### src/rtl/uart_pkg.sv
// Shared types, constants and helpers for the UART receive and transmit paths.
package uart_pkg;

  localparam int UART_CPC_W = 16;
  localparam int UART_BPF_W = 4;

  localparam logic [UART_BPF_W-1:0] UART_MIN_BITS = 4'd5;
  localparam logic [UART_BPF_W-1:0] UART_MAX_BITS = 4'd8;
  localparam logic [UART_CPC_W-1:0] UART_MIN_CPC  = 16'd2;

  typedef enum logic [2:0] {
    IDLE  = 3'd0,
    START = 3'd1,
    DATA  = 3'd2,
    STOP  = 3'd3,
    BREAK = 3'd4
  } uart_state_e;

  // Bit period actually used: anything below two clocks cannot be mid-sampled.
  function automatic logic [UART_CPC_W-1:0] clamp_period(input logic [UART_CPC_W-1:0] cpc);
    if (cpc < UART_MIN_CPC) begin
      clamp_period = UART_MIN_CPC;
    end else begin
      clamp_period = cpc;
    end
  endfunction

  // Data bits per frame, limited to the 5..8 range the shift register supports.
  function automatic logic [UART_BPF_W-1:0] clamp_bits(input logic [UART_BPF_W-1:0] bpf);
    if (bpf < UART_MIN_BITS) begin
      clamp_bits = UART_MIN_BITS;
    end else if (bpf > UART_MAX_BITS) begin
      clamp_bits = UART_MAX_BITS;
    end else begin
      clamp_bits = bpf;
    end
  endfunction

  // Mask keeping only the low n bits of a byte (n is always 5..8 here).
  function automatic logic [7:0] data_mask(input logic [UART_BPF_W-1:0] nbits);
    data_mask = 8'hFF >> (4'd8 - nbits);
  endfunction

  // Two-out-of-three vote.
  function automatic logic maj3(input logic a, input logic b, input logic c);
    maj3 = (a & b) | (a & c) | (b & c);
  endfunction

endpackage

### src/rtl/uart_bit_timer.sv
// Bit-period down-counter: loading value V raises o_tick exactly V cycles later.
module uart_bit_timer
  import uart_pkg::*;
(
  input  logic                  clk,
  input  logic                  reset,
  input  logic                  i_load,
  input  logic [UART_CPC_W-1:0] i_value,
  output logic                  o_tick
);

  logic [UART_CPC_W-1:0] r_count;

  // Count register: a load always wins over the decrement; parks at zero.
  always_ff @(posedge clk) begin
    if (reset) begin
      r_count <= 16'd0;
    end else if (i_load) begin
      r_count <= i_value;
    end else if (r_count != 16'd0) begin
      r_count <= r_count - 16'd1;
    end else begin
      r_count <= r_count;
    end
  end

  // The count reads 1 in the V-th cycle after the load.
  assign o_tick = (r_count == 16'd1);

endmodule

### src/rtl/uart_frame_receiver.sv
// UART receive deframer: synchronises rx, detects the start bit, mid-samples
// each data bit and emits one byte per frame with a one-cycle strobe.
// Optional build macro UART_RX_GLITCH_FILTER_EN: 2-of-3 vote over the last
// three synchronised samples for start detection and every bit sample.
module uart_frame_receiver
  import uart_pkg::*;
#(
  parameter int SYNC_STAGES = 2
) (
  input  logic                  clk,
  input  logic                  reset,
  input  logic [UART_CPC_W-1:0] clocksPerCycle,
  input  logic [UART_BPF_W-1:0] bitsPerFrame,
  input  logic                  rx,
  output logic                  rxValid,
  output logic [7:0]            rxData,
  output logic                  frameError,
  output logic                  busy
);

  uart_state_e           r_state;
  uart_state_e           w_state_next;
  logic [SYNC_STAGES-1:0] r_sync;
  logic                  w_rx_sync;
  logic                  w_sample;
  logic [UART_CPC_W-1:0] r_period;
  logic [UART_BPF_W-1:0] r_nbits;
  logic [UART_BPF_W-1:0] r_bit_cnt;
  logic [7:0]            r_shift;
  logic [7:0]            r_rx_data;
  logic                  r_rx_valid;
  logic                  r_frame_error;
  logic                  r_busy;
  logic                  w_tick;
  logic                  w_load;
  logic [UART_CPC_W-1:0] w_load_val;
  logic                  w_capture;
  logic                  w_cnt_clr;
  logic                  w_bit_we;
  logic                  w_valid_next;
  logic                  w_ferr_next;

  // Synchroniser chain; resets to the idle-high line level.
  always_ff @(posedge clk) begin
    if (reset) begin
      r_sync <= '1;
    end else begin
      r_sync <= {r_sync[SYNC_STAGES-2:0], rx};
    end
  end

  assign w_rx_sync = r_sync[SYNC_STAGES-1];

`ifdef UART_RX_GLITCH_FILTER_EN
  logic [1:0] r_hist;

  // Two previous synchronised samples; with the current one they form the vote window.
  always_ff @(posedge clk) begin
    if (reset) begin
      r_hist <= 2'b11;
    end else begin
      r_hist <= {r_hist[0], w_rx_sync};
    end
  end

  assign w_sample = maj3(r_hist[1], r_hist[0], w_rx_sync);
`else
  assign w_sample = w_rx_sync;
`endif

  uart_bit_timer u_bit_timer (
    .clk     (clk),
    .reset   (reset),
    .i_load  (w_load),
    .i_value (w_load_val),
    .o_tick  (w_tick)
  );

  // Next-state and control decode for the frame FSM.
  always_comb begin
    w_state_next = r_state;
    w_load       = 1'b0;
    w_load_val   = 16'd0;
    w_capture    = 1'b0;
    w_cnt_clr    = 1'b0;
    w_bit_we     = 1'b0;
    w_valid_next = 1'b0;
    w_ferr_next  = 1'b0;
    case (r_state)
      IDLE: begin
        if (!w_sample) begin
          w_load       = 1'b1;
          w_load_val   = clamp_period(clocksPerCycle) >> 1;
          w_capture    = 1'b1;
          w_state_next = START;
        end else begin
          w_state_next = IDLE;
        end
      end
      START: begin
        if (w_tick) begin
          if (!w_sample) begin
            w_load       = 1'b1;
            w_load_val   = r_period;
            w_cnt_clr    = 1'b1;
            w_state_next = DATA;
          end else begin
            w_state_next = IDLE;
          end
        end else begin
          w_state_next = START;
        end
      end
      DATA: begin
        if (w_tick) begin
          w_bit_we   = 1'b1;
          w_load     = 1'b1;
          w_load_val = r_period;
          if (r_bit_cnt == (r_nbits - 4'd1)) begin
            w_state_next = STOP;
          end else begin
            w_state_next = DATA;
          end
        end else begin
          w_state_next = DATA;
        end
      end
      STOP: begin
        if (w_tick) begin
          if (w_sample) begin
            w_valid_next = 1'b1;
            w_state_next = IDLE;
          end else begin
            w_ferr_next  = 1'b1;
            w_state_next = BREAK;
          end
        end else begin
          w_state_next = STOP;
        end
      end
      BREAK: begin
        // Wait for the line to go high so a held-low line cannot retrigger.
        if (w_rx_sync) begin
          w_state_next = IDLE;
        end else begin
          w_state_next = BREAK;
        end
      end
      default: begin
        w_state_next = IDLE;
      end
    endcase
  end

  // FSM state, latched frame configuration, bit counter and shift register.
  always_ff @(posedge clk) begin
    if (reset) begin
      r_state   <= IDLE;
      r_period  <= UART_MIN_CPC;
      r_nbits   <= UART_MAX_BITS;
      r_bit_cnt <= 4'd0;
      r_shift   <= 8'h00;
    end else begin
      r_state <= w_state_next;
      if (w_capture) begin
        r_period <= clamp_period(clocksPerCycle);
        r_nbits  <= clamp_bits(bitsPerFrame);
      end
      if (w_cnt_clr) begin
        r_bit_cnt <= 4'd0;
      end else if (w_bit_we) begin
        r_bit_cnt <= r_bit_cnt + 4'd1;
      end
      if (w_bit_we) begin
        r_shift[r_bit_cnt[2:0]] <= w_sample;
      end
    end
  end

  // Registered outputs: strobes, held data byte and busy flag.
  always_ff @(posedge clk) begin
    if (reset) begin
      r_rx_valid    <= 1'b0;
      r_frame_error <= 1'b0;
      r_rx_data     <= 8'h00;
      r_busy        <= 1'b0;
    end else begin
      r_rx_valid    <= w_valid_next;
      r_frame_error <= w_ferr_next;
      r_busy        <= (w_state_next != IDLE);
      if (w_valid_next) begin
        r_rx_data <= r_shift & data_mask(r_nbits);
      end
    end
  end

  assign rxValid    = r_rx_valid;
  assign frameError = r_frame_error;
  assign rxData     = r_rx_data;
  assign busy       = r_busy;

endmodule

### config.mk
export PLATFORM = sky130hd
export DESIGN_NAME = uart_frame_receiver
export DESIGN_NICKNAME = d
export VERILOG_FILES = /design/src/rtl/uart_pkg.sv /design/src/rtl/uart_bit_timer.sv /design/src/rtl/uart_frame_receiver.sv
export SDC_FILE = /design/constraint.sdc
export NUM_CORES = 1
export LEC_CHECK = 0
export ABC_AREA = 1
export CORE_ASPECT_RATIO = 0.7
export CORE_MARGIN = 1.5
export CORE_UTILIZATION = 44
export DETAILED_ROUTE_END_ITERATION = 8
export DONT_BUFFER_PORTS = 1
export GPL_TIMING_DRIVEN = 1
export PLACE_DENSITY_LB_ADDON = 0.2
export SETUP_SLACK_MARGIN = 0.2
export SLEW_MARGIN = 10
export SYNTH_ARGS = -nofsm -noshare
export SYNTH_HDL_FRONTEND = slang
export SYNTH_HIERARCHICAL = 1
export SYNTH_SLANG_ARGS = --single-unit
export TNS_END_PERCENT = 5
### constraint.sdc
create_clock -name clk -period 3.6 [get_ports clk]
set_clock_uncertainty 0.1 [all_clocks]
set_input_delay 0.54 -clock clk [delete_from_list [all_inputs] [get_ports clk]]
set_output_delay 0.54 -clock clk [all_outputs]
set_load 0.02 [all_outputs]
* Word-level counts from Yosys, hierarchy flattened
Index checks and enable logic that the tools add are counted.
** Word-level totals
- Memory bits (read-only) :: 0
- Bits in latches :: 0
- Word-level logic and storage cells :: 67
- Memories :: 0
- Memory bits (writable) :: 0
- Bits of input ports :: 23
- Output and inout bits :: 11
- Register bits after elaboration :: 64
** Cells by class
- Multiplexer cells :: 31
- Bitwise operators :: 2
- Multiply operators :: 0
- Eq/ne operators :: 6
- Reductions and logical operators :: 7
- Divide/modulo/power cells :: 0
- Order comparisons :: 5
- Shift-type cells :: 1
- Add/sub/neg operators :: 4
** Operators with widths (number)
- $mux 16 :: 6
- $pmux 16 s3 :: 1
- $eq 16x1->1 const B :: 1
- $lt 16x2->1 const B :: 1
- $reduce_bool 16->1 :: 1
- $sub 16x1->16 const B :: 1
- $mux 15 :: 1
- $pmux 3 s5 :: 1
- $mux 1 :: 12
- $mux 3 :: 4
- $and 8x8->8 :: 1
- $bwmux 8 :: 1
- $mux 4 :: 2
- $shr 8x4->8 const A :: 1
- $eq 3x2->1 const B :: 2
- $add 4x1->4 const B :: 1
- $eq 4x4->1 :: 1
- $gt 4x4->1 const B :: 1
- $lt 3x4->1 const B :: 1
- $lt 4x3->1 const B :: 1
- $reduce_or 2->1 :: 2
- $sub 4x1->4 const B :: 1
- $sub 4x4->4 const A :: 1
- $demux 1 s3 :: 1
- 10 further kinds :: 10

* Depth between registers and ports, before layout
- Word-level depth :: 6
- Gate-level depth with buffers :: 18
- Depth with buffers taken out :: 17

* Modules after synthesis
The synthesis kept the hierarchy.
** Modules (own cells, without submodules)
- uart_frame_receiver :: sequential area each 960.9 um^2, times used 1, cells an instance 320, area each 2244.7 um^2
- uart_bit_timer :: sequential area each 320.3 um^2, times used 1, cells an instance 179, area each 1142.3 um^2

* Worst setup path after synthesis
Ideal clock, no wire load.
- Path type :: reg-to-reg
- Start point :: register u_bit_timer.r_count[13]
- End point :: register u_bit_timer.r_count[11]
- Slack :: 1.022 ns
- Buffers on the path :: 1
- Arrival :: 2.350 ns
- Stages on the path, launching flop included :: 19
- Cell sequence :: dfxtp_1 nor2_2 nand2_1 inv_1 nand3_1 nor3_1 inv_2 nor2_1 nand2_1 inv_2 buf_4 nor2_1 nand2_1 inv_1 or2_2 nand2_1 inv_1 nand2_1 nor2_1
** Between the ends
- Cells in the longest elaborated chain, start to end :: 4
** Ends and longest elaborated chain
- start, declared :: RTL line uart_bit_timer.sv:12 : logic [UART_CPC_W-1:0] r_count;
- start signal, assigned :: RTL line uart_bit_timer.sv:19 : r_count <= i_value;
- start signal, assigned :: RTL line uart_bit_timer.sv:21 : r_count <= r_count - 16'd1;
- start signal, assigned :: RTL line uart_bit_timer.sv:23 : r_count <= r_count;
- $eq 16x1->1 * :: RTL line uart_bit_timer.sv:28 : assign o_tick = (r_count == 16'd1);
- net w_tick :: RTL line uart_frame_receiver.sv:34 : logic w_tick;
- $mux 1, on equally long branches
- $pmux 1 s3 * :: RTL line uart_frame_receiver.sv:89 : case (r_state)
- net w_load :: RTL line uart_frame_receiver.sv:35 : logic w_load;
- $mux 16 / $reduce_bool 2->1 (equally long branches)
The timed path passes the listed nets; every way through them passes the cells marked *.
A chain may end at the register's enable or synchronous reset.

* Worst setup path after layout
- Start point :: register u_bit_timer.r_count[13]
- End point :: register u_bit_timer.r_count[15]
Same word-level chain as after synthesis.

==> results_dict.tcl <==
set metrics [dict create \
    status "complete, no violations" \
    cts.sinks 64 \
    pwr-share-seq_pct 36.5 \
    wirelength_mm 8.06 \
    boundaryPins 34 \
    synthCells 499 \
    initialDrtViolationCount 208 \
    swShare_pct 40.1 \
    synth-seq-cells 64 \
    gp_congestion 0.868 \
    hold_depth 1 \
    chipWidth_um 108 \
    worstSetupPathType "flop to flop" \
    antenna_cells 0 \
    worstPathArrival_ps 3030 \
    peakVddDrop_v 0.000324 \
    drive_gt1_share_pct 10.8 \
    antenna_found_initial 0 \
    grt_pass1_wl_mm 13.5 \
    gr-usage-all-layers_pct 21.4 \
    tightest_slew_ps 610 \
    fin_tns_setup_ps 0 \
    r2r-start "u_bit_timer/r_count[13]$_SDFFE_PP0P_" \
    dp_hpwl_mm 5.83 \
    port_buffers 0 \
    maxCapViolCount 0 \
    start_util_pct 45.9 \
    vias_per_cell 5.06 \
    dr_total_vias 3037 \
    place_area_mm2 0.00343 \
    synth_area_per_cell_um2 6.79 \
    power.density_mw_per_mm2 661 \
    comb_power_share_pct 36.7 \
    p_int_w 0.00144 \
    hold_class "primary input to flop" \
    clockRootBuffer "clkbuf_8" \
    fill_cells 732 \
    r2r-end "u_bit_timer/r_count[15]$_SDFFE_PP0P_" \
    critPathMaxFanout 17 \
    place_ws_ps 560 \
    syn-num-nets 529 \
    fmax_ghz 0.349 \
    finalInstanceArea_mm2 0.00364 \
    synth.distinct_cells 34 \
    grt_max_degree 37 \
    final-hold-violation-count 0 \
    postCtsHoldBufs 0 \
    numCtsBuffers 9 \
    final.period_utilization_pct 79.7 \
    ys.flop_type "dfxtp_1" \
    synth_edf_count 0 \
    chipHeight_um 76.4 \
    grt_remaining_overflow 0 \
    p_sw_w 0.000965 \
    hold_path.startpoint "reset" \
    htree_levels 3 \
    tritoncts "built" \
    drc 0 \
    rsz0062_at_grt "false" \
    antenna_left 0 \
    cp-start-kind "flop" \
    totalPowerFinal_w 0.00241 \
    seq_area_frac_synth_pct 37.8 \
    cpPeakStageDelay_ps 380 \
    netlist_area_mm2 0.00339 \
    endpoint "u_bit_timer/r_count[15]$_SDFFE_PP0P_" \
    slew_viol_final 0 \
    max_slew_margin_pct 59.3 \
    fin_ws_ps 731 \
    min_period_ps 2870 \
    cp_data_required_time_ps 3760 \
    die_area_mm2 0.00824 \
    p_leak_nw 1.62 \
    cp_common_cell "nand2_1" \
    rows 26 \
    clkPwrFrac_pct 26.8 \
    synthArstFlopShare_pct 0 \
    clockBufferDepth 2 \
    cpMaxStageDelayCell "or2_2" \
    dr.pass1.iters 5 \
    design.core.area_mm2 0.00738 \
    first_global_vias 2719 \
    clock_latency_ps 350 \
    path_clk_slew_ps 70 \
    cp_cell_sequence "nor2_2 -> nand2_1 -> inv_1 -> nand3_1 -> nor3_2 -> inv_2 -> nor2_1 -> nand2_1 -> inv_2 -> nor2_1 -> nand2_1 -> inv_1 -> or2_2 -> nand2_1 -> inv_1 -> nand2_1 -> nor2_1" \
    end_kind "flop" \
    ff2ff_path_depth 17 \
    ff2ff_setup_slack_ps 730 \
    ys_warn_count 6 \
    area_growth_syn_to_layout_pct 7.57 \
    setup_violations 0 \
    worstSetupStartpoint "u_bit_timer/r_count[13]$_SDFFE_PP0P_" \
    wire_per_inst_um 13.4 \
    nNetsFinal 527 \
]
## timing repair
| item | CTS | global route |
|---|---|---|
| buffers inserted | 0 | 0 |
| endpoints found under the setup margin | 0 | 4 |
| endpoints found under the hold margin | 0 | 0 |
| gates resized for setup | 0 | 1 |
## cells in the mapped netlist (2+ instances only)
library cell	n	share of area, %
nand2_4	4	1.3
nor2_1	66	7.3
nand2_1	139	15
buf_2	3	0.44
clkbuf_1	6	0.66
nand4_1	4	0.74
nand3_1	24	3.5
nand3b_1	4	0.89
or2_2	5	0.92
dfxtp_1	64	38
nor2_4	5	1.7
nand3_2	3	0.89
inv_1	45	5.0
buf_4	2	0.44
o21ai_1	9	1.3
o211ai_1	2	0.44
buf_6	3	1.0
a21oi_1	38	5.6
nor2_2	5	0.92
o21ai_0	28	4.1
nor3_1	9	1.3
nand2_2	3	0.55
xor2_1	7	1.8
ha_1	7	2.6
inv_2	5	0.55
## flip-flops by register name, indices dropped and copies added (netlist names)
name,cells
r_period,16
u_bit_timer/r_count,16
r_shift,8
rxData,8
r_bit_cnt,4
r_nbits,4
r_state,3
r_sync,2
busy,1
frameError,1
rxValid,1
## logic make-up after synthesis
kind of cell / Yosys count / synth area share, %
AO/OA/AOI/OAI: 80 / 12.2
XOR/XNOR: 8 / 2.07
adder cells (fa/ha/maj): 7 / 2.59
buffers and inverters: 66 / 8.39
flip-flops: 64 / 37.8
AND/OR/NAND/NOR: 274 / 36.9
## power groups by stage
stage / Sequential, W / Combinational [W] / Clock [W]
after CTS: 0.000877 / 0.000871 / 0.000663
after detailed placement: 0.000893 / 0.000866 / 0
after global routing: 0.000888 / 0.00101 / 0.000694
after floorplan: 0.000872 / 0.000734 / 0
after global placement: 0.000891 / 0.000858 / 0
final: 0.000879 / 0.000884 / 0.000644
## worst min path at each step
stage	endpoint	slack (ps)
after global placement	r_sync[1]$_SDFF_PP1_	300
final	u_bit_timer/r_count[7]$_SDFFE_PP0P_	150
after global routing	r_period[11]$_SDFFE_PP0P_	130
after floorplan	r_sync[1]$_SDFF_PP1_	290
after detailed placement	r_sync[1]$_SDFF_PP1_	310
after CTS	r_nbits[2]$_SDFFE_PP0P_	130
## critical path, delay by kind of cell (launching register included)
kind	cells	cell delay [ps]
DFF	1	340
buffers and inverters	5	750
and+or+nand+nor	12	1570
## layout make-up
type	instances	area, µm²	share of cell area (%)
repair buffers	2	15.0	0.412
clock buffers	10	138	3.78
well taps	98	123	3.37
inverters	51	194	5.32
multi-input cells	369	1830	50.1
flip-flops and latches	64	1280	35.2
clock inverters	6	66.3	1.82
## per-layer routing
layer	vias up	part of all wire (%)	routed length (µm)	GRT usage [%]
li1	1584	-	-	-
met3	8	7.4	599	6.16
met1	1359	56	4480	34.3
met5	-	0	0	0
met2	86	36	2880	26.0
met4	0	1.2	98	7.50
## layout by cell type, fill, tap and decap left out, drive strengths merged
master / Yosys / routed
o211ai: 2 / 2
bufinv: 0 / 1
clkinv: 0 / 3
o21a: 1 / 1
buf: 9 / 2
nor3: 10 / 10
a21oi: 38 / 38
nand3b: 4 / 4
o21ai: 38 / 38
inv: 51 / 53
nand4: 4 / 4
xnor2: 1 / 1
or2: 5 / 5
clkbuf: 6 / 10
nand2: 146 / 146
dfxtp: 64 / 64
xor2: 7 / 7
ha: 7 / 7
nand3: 28 / 28
nor2: 77 / 77
a211oi: 1 / 1
## stage by stage
stage,utilization (%),std cells,hold slack (ps)
after floorplan,-,499,289
after global placement,46.5,584,303
after detailed placement,46.5,584,308
after CTS,49.3,600,130
after global routing,49.3,600,125
final,49.3,600,149
Power figures use the tool's default switching activity.
==> RTL change 1, RTL diff (same flow settings) <==
Put one more register stage on the output `frameError`. The value now appears one clock later. The other outputs are not delayed to match.
--- a/src/rtl/uart_frame_receiver.sv
+++ b/src/rtl/uart_frame_receiver.sv
@@ -197,3 +197,5 @@
   assign rxValid    = r_rx_valid;
-  assign frameError = r_frame_error;
+  always_ff @(posedge clk) begin
+    frameError <= r_frame_error;
+  end
   assign rxData     = r_rx_data;
Check against the original RTL: no difference found for any inputs over 10 cycles, from zero or initial values and one cycle with reset high; that may be too few to reach the edited logic, so the function may still have changed.
==> RTL change 1 against the original RTL <==
  * Global-route usage grew 0.11 points
  * Wire length shrank 0.20%
  * Synthesized cell count grew 0.20%
  * Sequential share of layout area grew 0.60 points
  * Largest power group is now registers
  * Power shrank 2.7%
  * Via count grew 1.4%
  * Synthesized area grew 0.59%
  * Final area shrank 0.14%
  * Sequential cell count grew 1
  * Non-clock buffer count is the same
  * Worst setup slack lost 0.082 ns
==> RTL change 1: results (changes against the original RTL) <==
* Vias per cell at 5.12 (+1.2%)
* DR iter-0 viols at 173 (-17%)
* Pwr dens at 643 nW/µm² (-2.6%)
* Largest regs: r_period x16, u_bit_timer/r_count x16
* Met2 wire length at 2870 µm (-0.14%)
* Leak at 0.00160 µW (-0.82%)
* P_comb at 883 µW (about the same)
* Setup repair bufs after CTS at 0 (unchanged)
* WL met1 at 4400 µm (-1.9%)
* Placement Setup Slack at 0.548 ns (-0.0122 ns)
* CTS root buf: clkbuf_8
* DP HPWL at 5890 µm (+0.98%)
* Met3 Use GR at 6.07% (-0.086 points)
* Post-synthesis mux area share at 0% (unchanged)
* Sw frac at 41.7% (+1.6 points)
* Ranking of synthesized cells by area: dfxtp_1 (38%), nand2_1 (15%), nor2_1 (7.3%), a21oi_1 (5.6%), inv_1 (5.0%)
* Area after DPL at 3450 µm² (+0.58%)
* Fraction of registers with async set/reset at 0% (unchanged)
* DR pass1 iterations at 5 (unchanged)
* GR met1 Demand/Resource at 35.3% (+0.97 points)
* GRT met2 Usage at 26.2% (+0.22 points)
* P_clk at 569 µW (-12%)
* Synth Area in Compound Gates at 12.2% (-0.072 points)
* Largest net degree at the start of global routing at 37 (unchanged)
* First-pass GRT wire length at 13800 µm (+2.1%)
* Critical path peak fanout at 17 (unchanged)
* # nets final at 528 (+0.19%)
* Final GP Congestion at 0.877 (+1.0%)
* Metal3 WL at 704 µm (+18%)
* Wire per inst at 13.4 µm (-0.36%)
* Diode count at 0 (unchanged)
* Critical path data arrival time at 3.10 ns (+0.07 ns)
* Ratio of cells with drive above 1 in the final layout at 10.7% (-0.021 points)
* Port buffer count at 0 (unchanged)
* Seq/Total Area, Yosys at 38.2% (+0.37 points)
* Clk pin slew, worst setup/hold paths at 0.08 ns
* Post-Synth XOR/XNOR Area at 2.06% (-0.012 points)
* Synth cell count leaders: nand2_1 (139), nor2_1 (66), dfxtp_1 (65)
* Total track usage at 21.5% (+0.11 points)
* Area share of fa/ha/maj cells after synthesis at 2.57% (-0.015 points)
* Top Family by Delay on Critical Path: simple AND/OR/NAND/NOR gates
* Worst slew pin tran at 0.608 ns (-0.00212 ns)
* Worst VDD drop at 0.285 mV (-12%)
* Vias in the first global route at 2737 (+0.66%)
* Fill cells at 742 (+1.4%)
* Clock Tree Buf Depth at 2 (unchanged)
* Status: completed
-- RTL change 1: per-stage QoR --
step                      std cells  util, %
final                           601     49.3
after global routing            601     49.3
after CTS                       601     49.2
after detailed placement        585     46.8
after global placement          585     46.8
after floorplan                 500        -
-- RTL change 1: path summary, 6_finish.rpt --
kind	start	end	slack (ns)	cells past startpoint
worst min register to register	r_frame_error	frameError	0.24	0
worst max register to register	u_bit_timer/r_count[13]	u_bit_timer/r_count[11]	0.65	17
worst min-delay path	reset	r_period[10]	0.14	1
worst max-delay path	u_bit_timer/r_count[13]	u_bit_timer/r_count[11]	0.65	17
-- RTL change 1: layout make-up --
type	count	area, µm²	area share, %
clock buffers	9	124	3.40
clock inverters	7	55.1	1.51
inverters	51	194	5.33
multi-input cells	369	1830	50.2
flip-flops and latches	65	1300	35.8
well taps	98	123	3.37
repair buffers	2	15.0	0.413
==> RTL change 2, RTL diff (same flow settings) <==
Made on the original files. Add a define of `UART_RX_GLITCH_FILTER_EN`.
--- a/src/rtl/uart_frame_receiver.sv
+++ b/src/rtl/uart_frame_receiver.sv
@@ -4,2 +4,4 @@
 // three synchronised samples for start detection and every bit sample.
+`define UART_RX_GLITCH_FILTER_EN
+
 module uart_frame_receiver
Check against the original RTL: not equivalent (a bounded check fails within 4 cycles, from zero or initial values and one cycle with reset high).
==> RTL change 2 against the original RTL <==
  * Wire length is 6.1% higher
  * Final area is 5.6% higher
  * Power is 0.68% lower
  * Worst setup slack worse by 0.11 ns
  * Sequential power is 3.6% lower
  * Sequential cell count is 2 higher
  * Synthesized area is 3.5% higher
==> RTL change 2: results (changes against the original RTL) <==
* WL met1 at 4640 µm (+3.4%)
* Synth cell count leaders: nand2_1 (147), dfxtp_1 (66), nor2_1 (64)
* Routed WL at 8550 µm (+6.1%)
* CTS root buf: clkbuf_16
* Clk pin slew, worst setup/hold paths at 0.05 ns (-0.02 ns)
* GRT met2 Usage at 27.5% (+1.5 points)
* Largest regs: r_period x16, u_bit_timer/r_count x16
* Critical path data arrival time at 3.12 ns (+0.09 ns)
* Post-Synth XOR/XNOR Area at 2.00% (-0.071 points)
* Antenna violations before repair at 0 (unchanged)
* Area share of fa/ha/maj cells after synthesis at 2.50% (-0.089 points)
* Vias in the first global route at 2948 (+8.4%)
* Leak at 0.00170 µW (+5.2%)
* Yosys Warn Count at 6 (unchanged)
* Met2 wire length at 3220 µm (+12%)
* Total track usage at 22.3% (+0.91 points)
* Ratio of cells with drive above 1 in the final layout at 10.9% (+0.096 points)
* Ranking of synthesized cells by area: dfxtp_1 (38%), nand2_1 (16%), nor2_1 (6.8%), a21oi_1 (5.3%), inv_1 (4.6%)
* Status: completed
* Top FF cell, synth: dfxtp_1
* Syn nets at 543 (+2.6%)
* Seq/Total Area, Yosys at 37.7% (-0.15 points)
* Largest net degree at the start of global routing at 39 (+5.4%)
* DP HPWL at 6180 µm (+6.0%)
* DR iter-0 viols at 189 (-9.1%)
* Vias per cell at 5.11 (+0.99%)
* Clock share of power at 36.1% (+9.3 points)
* Synth unique cells at 31 (-8.8%)
* P_comb at 680 µW (-23%)
* Placement Setup Slack at 0.502 ns (-0.0581 ns)
* Met3 Use GR at 5.97% (-0.19 points)
* Metal3 WL at 570 µm (-4.8%)
* Synth Area in Compound Gates at 11.2% (-0.99 points)
* First-pass GRT wire length at 14500 µm (+7.3%)
* GR met1 Demand/Resource at 35.6% (+1.3 points)
* Final GP Congestion at 0.887 (+2.1%)
* Net Sw Power at 819 µW (-15%)
* Worst VDD drop at 0.248 mV (-24%)
* Worst slew pin tran at 0.631 ns (+0.0212 ns)
## RTL change 2: stage by stage
stage / power, µW / util [%] / area [µm²] / hold slack, ns / cells
5_1_grt: 2530 / 49.3 / 3850 / 0.159 / 617
3_5_place_dp: 1520 / 45.6 / 3560 / 0.293 / 602
6_report: 2390 / 49.3 / 3850 / 0.168 / 617
2_1_floorplan: 1390 / - / 3510 / 0.289 / 513
3_3_place_gp: 1510 / 45.6 / 3560 / 0.305 / 602
4_1_cts: 2390 / 49.2 / 3840 / 0.156 / 617
## RTL change 2: worst max-delay path: stages (launching register included)
cell and delay, ns:
dfxtp_1 0.34, nor2_2 0.15, nand2_1 0.12, inv_1 0.12, nand3_1 0.10, nor3_2 0.29
inv_2 0.11, nor2_1 0.10, nand3_1 0.14, nor2_4 0.15, nor2_2 0.05, nand2_1 0.05
buf_4 0.18, inv_1 0.30, or2_2 0.39, nand2_1 0.07, inv_1 0.04, nand2_1 0.06
nor2_1 0.04
## RTL change 2: final timing paths
path / from / to / slack (ns) / cells past startpoint
worst max-delay path: u_bit_timer/r_count[13] / u_bit_timer/r_count[11] / 0.62 / 18
worst min-delay path: reset / u_bit_timer/r_count[7] / 0.17 / 1
worst max register to register: u_bit_timer/r_count[13] / u_bit_timer/r_count[11] / 0.62 / 18
worst min register to register: r_sync[0] / r_sync[1] / 0.31 / 1
## RTL change 2: area by class of cell
cell class              instances  area [µm²]
flip-flops and latches         66        1320
inverters                      47         176
well taps                     101         126
clock inverters                 3        40.0
repair buffers                  4        30.0
multi-input cells             384        1910
fillers                       762        3960
clock buffers                  12         246
## RTL change 2: what timing repair did
item,4_1_cts,5_1_grt
resized for setup,0,1
setup buffers,0,0
endpoints found under the hold margin,0,0
endpoints found under the setup margin,0,4
